==> src/rtl/regfile_mp_sb.sv <==
// Multi-port integer register file with a per-register busy scoreboard for hazard detection.
// Optional macro REGFILE_BYPASS_EN adds same-cycle write-to-read forwarding.
module regfile_mp_sb #(
  parameter int XLEN = 32,
  parameter int AW   = 5,
  parameter int NRD  = 2,
  parameter int NWR  = 1
) (
  input  logic                clk,
  input  logic                rst_n,
  input  logic [NRD*AW-1:0]   rd_addr,
  output logic [NRD*XLEN-1:0] rd_data,
  output logic [NRD-1:0]      rd_busy,
  input  logic [NWR-1:0]      wr_en,
  input  logic [NWR*AW-1:0]   wr_addr,
  input  logic [NWR*XLEN-1:0] wr_data,
  input  logic                iss_en,
  input  logic [AW-1:0]       iss_rd,
  output logic                iss_ready,
  input  logic                flush
);

  localparam int NREG = 1 << AW;

  logic [NREG-1:0][XLEN-1:0] regs;
  logic [NREG-1:0]           busy;
  logic [NREG-1:0]           busy_nxt;

  // Assignment order encodes priority: write clears, issue sets, flush clears all.
  always_comb begin
    busy_nxt = busy;
    for (int j = 0; j < NWR; j++) begin
      if (wr_en[j]) busy_nxt[wr_addr[j*AW +: AW]] = 1'b0;
    end
    if (iss_en) busy_nxt[iss_rd] = 1'b1;
    if (flush) busy_nxt = '0;
    busy_nxt[0] = 1'b0;
  end

  // Later ports overwrite earlier ones, so the highest index wins on a collision.
  always_ff @(posedge clk or negedge rst_n) begin
    if (!rst_n) begin
      regs <= '0;
      busy <= '0;
    end else begin
      busy <= busy_nxt;
      for (int j = 0; j < NWR; j++) begin
        if (wr_en[j] && (wr_addr[j*AW +: AW] != '0))
          regs[wr_addr[j*AW +: AW]] <= wr_data[j*XLEN +: XLEN];
      end
    end
  end

  assign iss_ready = ~busy[iss_rd];

  for (genvar k = 0; k < NRD; k++) begin : g_rd
    logic [AW-1:0]   ra;
    logic [XLEN-1:0] data;
    logic            bsy;

    assign ra = rd_addr[k*AW +: AW];

`ifdef REGFILE_BYPASS_EN
    logic hit;

    always_comb begin
      data = regs[ra];
      bsy  = busy[ra];
      hit  = 1'b0;
      for (int j = 0; j < NWR; j++) begin
        if (wr_en[j] && (wr_addr[j*AW +: AW] == ra) && (ra != '0)) begin
          data = wr_data[j*XLEN +: XLEN];
          hit  = 1'b1;
        end
      end
      // A same-cycle issue to this register means a newer producer is pending.
      if (hit && !(iss_en && (iss_rd == ra))) bsy = 1'b0;
    end
`else
    assign data = regs[ra];
    assign bsy  = busy[ra];
`endif

    assign rd_data[k*XLEN +: XLEN] = data;
    assign rd_busy[k]              = bsy;
  end

endmodule

==> config.mk <==
export PLATFORM = sky130hd
export DESIGN_NAME = regfile_mp_sb
export DESIGN_NICKNAME = d
export VERILOG_FILES = /design/src/rtl/regfile_mp_sb.sv
export SDC_FILE = /design/constraint.sdc
export NUM_CORES = 2
export LEC_CHECK = 0
export CAP_MARGIN = 10
export CORE_UTILIZATION = 30
export CTS_CLUSTER_DIAMETER = 60
export DETAILED_ROUTE_END_ITERATION = 8
export GPL_ROUTABILITY_DRIVEN = 0
export SYNTH_ARGS = -nofsm -noshare
export SYNTH_HDL_FRONTEND = slang
export SYNTH_SLANG_ARGS = --single-unit
==> constraint.sdc <==
create_clock -name clk -period 4 [get_ports clk]
set_clock_uncertainty 0.2 [all_clocks]
set_input_delay 1 -clock clk [delete_from_list [all_inputs] [get_ports clk]]
set_output_delay 1 -clock clk [all_outputs]
set_load 0.02 [all_outputs]
==> results.json <==
{
  "path_clk_slew_ps": 60,
  "layout_common_cells": "dfrtp_1, mux2_2, mux4_2",
  "numCtsBuffers": 107,
  "num_vias": 36700,
  "cp_num_buf_inv": 7,
  "cp.arrival_ps": 3010,
  "synth-edff-count": 0,
  "grt_remaining_overflow": 0,
  "synth_ff_type": "dfrtp_1",
  "dr_wl_met2_mm": 98.3,
  "io_pins": 124,
  "slew_violations": 0,
  "yosys-top-cells-area": "dfrtp_1, mux4_2, mux2_2",
  "final_antenna_net_count": 0,
  "cp-endpoint": "rd_data[38]",
  "critPathLaunch": "rd_addr[6]",
  "failed_checks": "setup timing",
  "path_class": "in2out",
  "dr_wl_met3_mm": 11.6,
  "fp.dieW_um": 429,
  "final_common_cell": "dfrtp_1",
  "via_per_inst": 5.78,
  "hp-class": "in2async",
  "routedWlPerCell_um": 31.3,
  "yosysTopAreaCellShare_pct": 48.2,
  "status": "finished with violations",
  "end_kind": "output pin",
  "total_power_mw": 32.5,
  "setup_viol": 30,
  "synth_nets": 3583,
  "cts_root_buffer": "clkbuf_16",
  "netlist_area_um2": 54800,
  "antenna_found_initial": 12,
  "slowest_stage": "nor4_4",
  "port_buffers": 123,
  "period_share_pct": 105,
  "grt_use_total_pct": 21.2,
  "tritoncts": "built",
  "cts_sinks": 1055,
  "cp-start-kind": "primary input",
  "grt_pass1_wl_mm": 285,
  "fin_crit_ps": 4210,
  "start_util_pct": 30.3,
  "met1_length_mm": 77.0,
  "cpMostUsedCell": "buf_16",
  "r2r-start": "busy[8]",
  "max_freq_ghz": 0.237,
  "fin_area_um2": 69200,
  "die_y_um": 429,
  "clockBufferDepth": 3,
  "wl_mm": 198,
  "hpwl_mm": 124,
  "max_stage_delay_ps": 490,
  "critical_path.max_fanout": 6,
  "fp.coreArea_um2": 181000,
  "p_leak_nw": 29.3,
  "h-tree-depth": 3,
  "nets": 3923,
  "regToRegSetupSlack_ps": 2950,
  "syn2layout_area_growth_pct": 26.2,
  "top_layer_used": "met4",
  "async_reset_ff_share_pct": 100,
  "grt_max_degree": 107,
  "ys_seq_area_share_pct": 48.2,
  "first_global_vias": 37600,
  "synth_warnings": 0,
  "rsz0062_at_grt": "true",
  "cp_top_family": "buffers and inverters",
  "hold_viol": 0,
  "crit_required_ps": 2800,
  "num_rows": 156,
  "timing.final.ws_setup_ps": -213,
  "hold_slack_ps": 73.7,
  "dieArea_um2": 184000,
  "path_depth": 10,
  "clkLatencyLatePin_ps": 720,
  "drt_first_pass_iters": 5,
  "drtIter0Drc": 3577,
  "reg2reg_depth": 2,
  "placed_cell_area_um2": 61300,
  "maxCapViolCount": 0,
  "tightest_slew_ps": 1240,
  "drcViolationCount": 0,
  "syn_area_per_cell_um2": 15.5,
  "p_per_area_nw_per_um2": 469,
  "rr_endpoint": "busy[8]",
  "path_cells": "buf_16 -> buf_8 -> buf_12 -> buf_16 -> buf_16 -> mux4_2 -> o22ai_4 -> nor4_4 -> buf_4 -> buf_6",
  "synth_top_area_cell": "dfrtp_1",
  "synth.distinct_cells": 37,
  "yosys_register_bits": 1055,
  "postSynthCellCount": 3526,
  "drive_gt1_share_pct": 63.7,
  "peakVddDrop_uv": 373,
  "slew-limit-headroom_pct": 17.0
}
==> per-stage QoR <==
stage | setup TNS (ps) | cells | setup WS [ps] | util [%]
floorplan | 0 | 3526 | 188 | -
global placement | -48990 | 6009 | -1430 | 33.8
detailed placement | -46900 | 6010 | -1280 | 33.9
CTS | -2920 | 6298 | -218 | 37.8
global route | -2700 | 6336 | -166 | 38.2
finish | -2150 | 6337 | -213 | 38.2
==> registers in the layout (all words and copies together), names as in the netlist <==
| name | count |
|---|---|
| regs | 1024 |
| busy | 31 |
==> kinds of logic after synthesis <==
family,share of synthesized area (%)
AOI/OAI and AO/OA,3.63
buffers and inverters,3.76
DFF,48.2
muxes,42.3
and+or+nand+nor,2.15
==> synth_stat cells (2+ instances only) <==
| master | instances |
|---|---|
| nand2_1 | 39 |
| o21ai_0 | 16 |
| a41oi_1 | 2 |
| nor2_4 | 4 |
| nor2b_1 | 12 |
| nor3_1 | 2 |
| nand2b_1 | 5 |
| clkbuf_1 | 203 |
| mux2_2 | 991 |
| nand3_1 | 10 |
| buf_4 | 85 |
| o22ai_1 | 256 |
| o211ai_1 | 2 |
| buf_6 | 8 |
| dfrtp_1 | 1055 |
| mux2_1 | 9 |
| and3b_1 | 5 |
| a21oi_1 | 18 |
| nor3b_2 | 3 |
| nand4_1 | 7 |
| nor3b_1 | 5 |
| a22oi_1 | 15 |
| buf_2 | 111 |
| mux4_2 | 525 |
| nor4_1 | 64 |
| o31a_1 | 4 |
| and3_1 | 3 |
| or3_1 | 5 |
| nor2_1 | 31 |
| inv_1 | 3 |
| mux2i_1 | 11 |
| nand3b_1 | 11 |
| a221o_1 | 2 |
==> layer usage <==
layer  up-vias  track usage, %
met5         -               0
met4         0            11.7
met3       401            2.88
met2      1480            35.2
met1     20200            26.8
li1      14600               -
==> what timing repair did <==
action / 4_1_cts / 5_1_grt
endpoints found under the setup margin: 67 / 54
buffers inserted: 75 / 38
hold buffers: 0 / 0
gates resized for setup: 488 / 102
pin swaps: 64 / 39
cloned: 22 / 3
==> report_power, final <==
group	internal, mW	switching [mW]	total, mW	leakage [nW]
registers	12.6	1.41	14.1	13.6
logic	4.39	3.17	7.56	13.9
clock network	6.31	4.54	10.8	1.86
==> cell type report <==
cell class	count	area, µm²
fill	16600	112000
multi-input combinational	2060	28300
sequential	1055	26400
timing repair buffer	639	7760
clock buffer	145	3080
tap	2370	2970
clock inverter	53	669
antenna	12	30.0
inverter	3	11.3
==> how the worst min path moves through the flow <==
stage	cells past startpoint	slack, ps	end
after floorplan	1	240	regs[0]
after global placement	0	180	regs[16]
after detailed placement	0	180	regs[3]
after CTS	1	70	regs[188]
after global routing	1	100	regs[188]
final	1	70	regs[188]
Power figures use the tool's default switching activity.
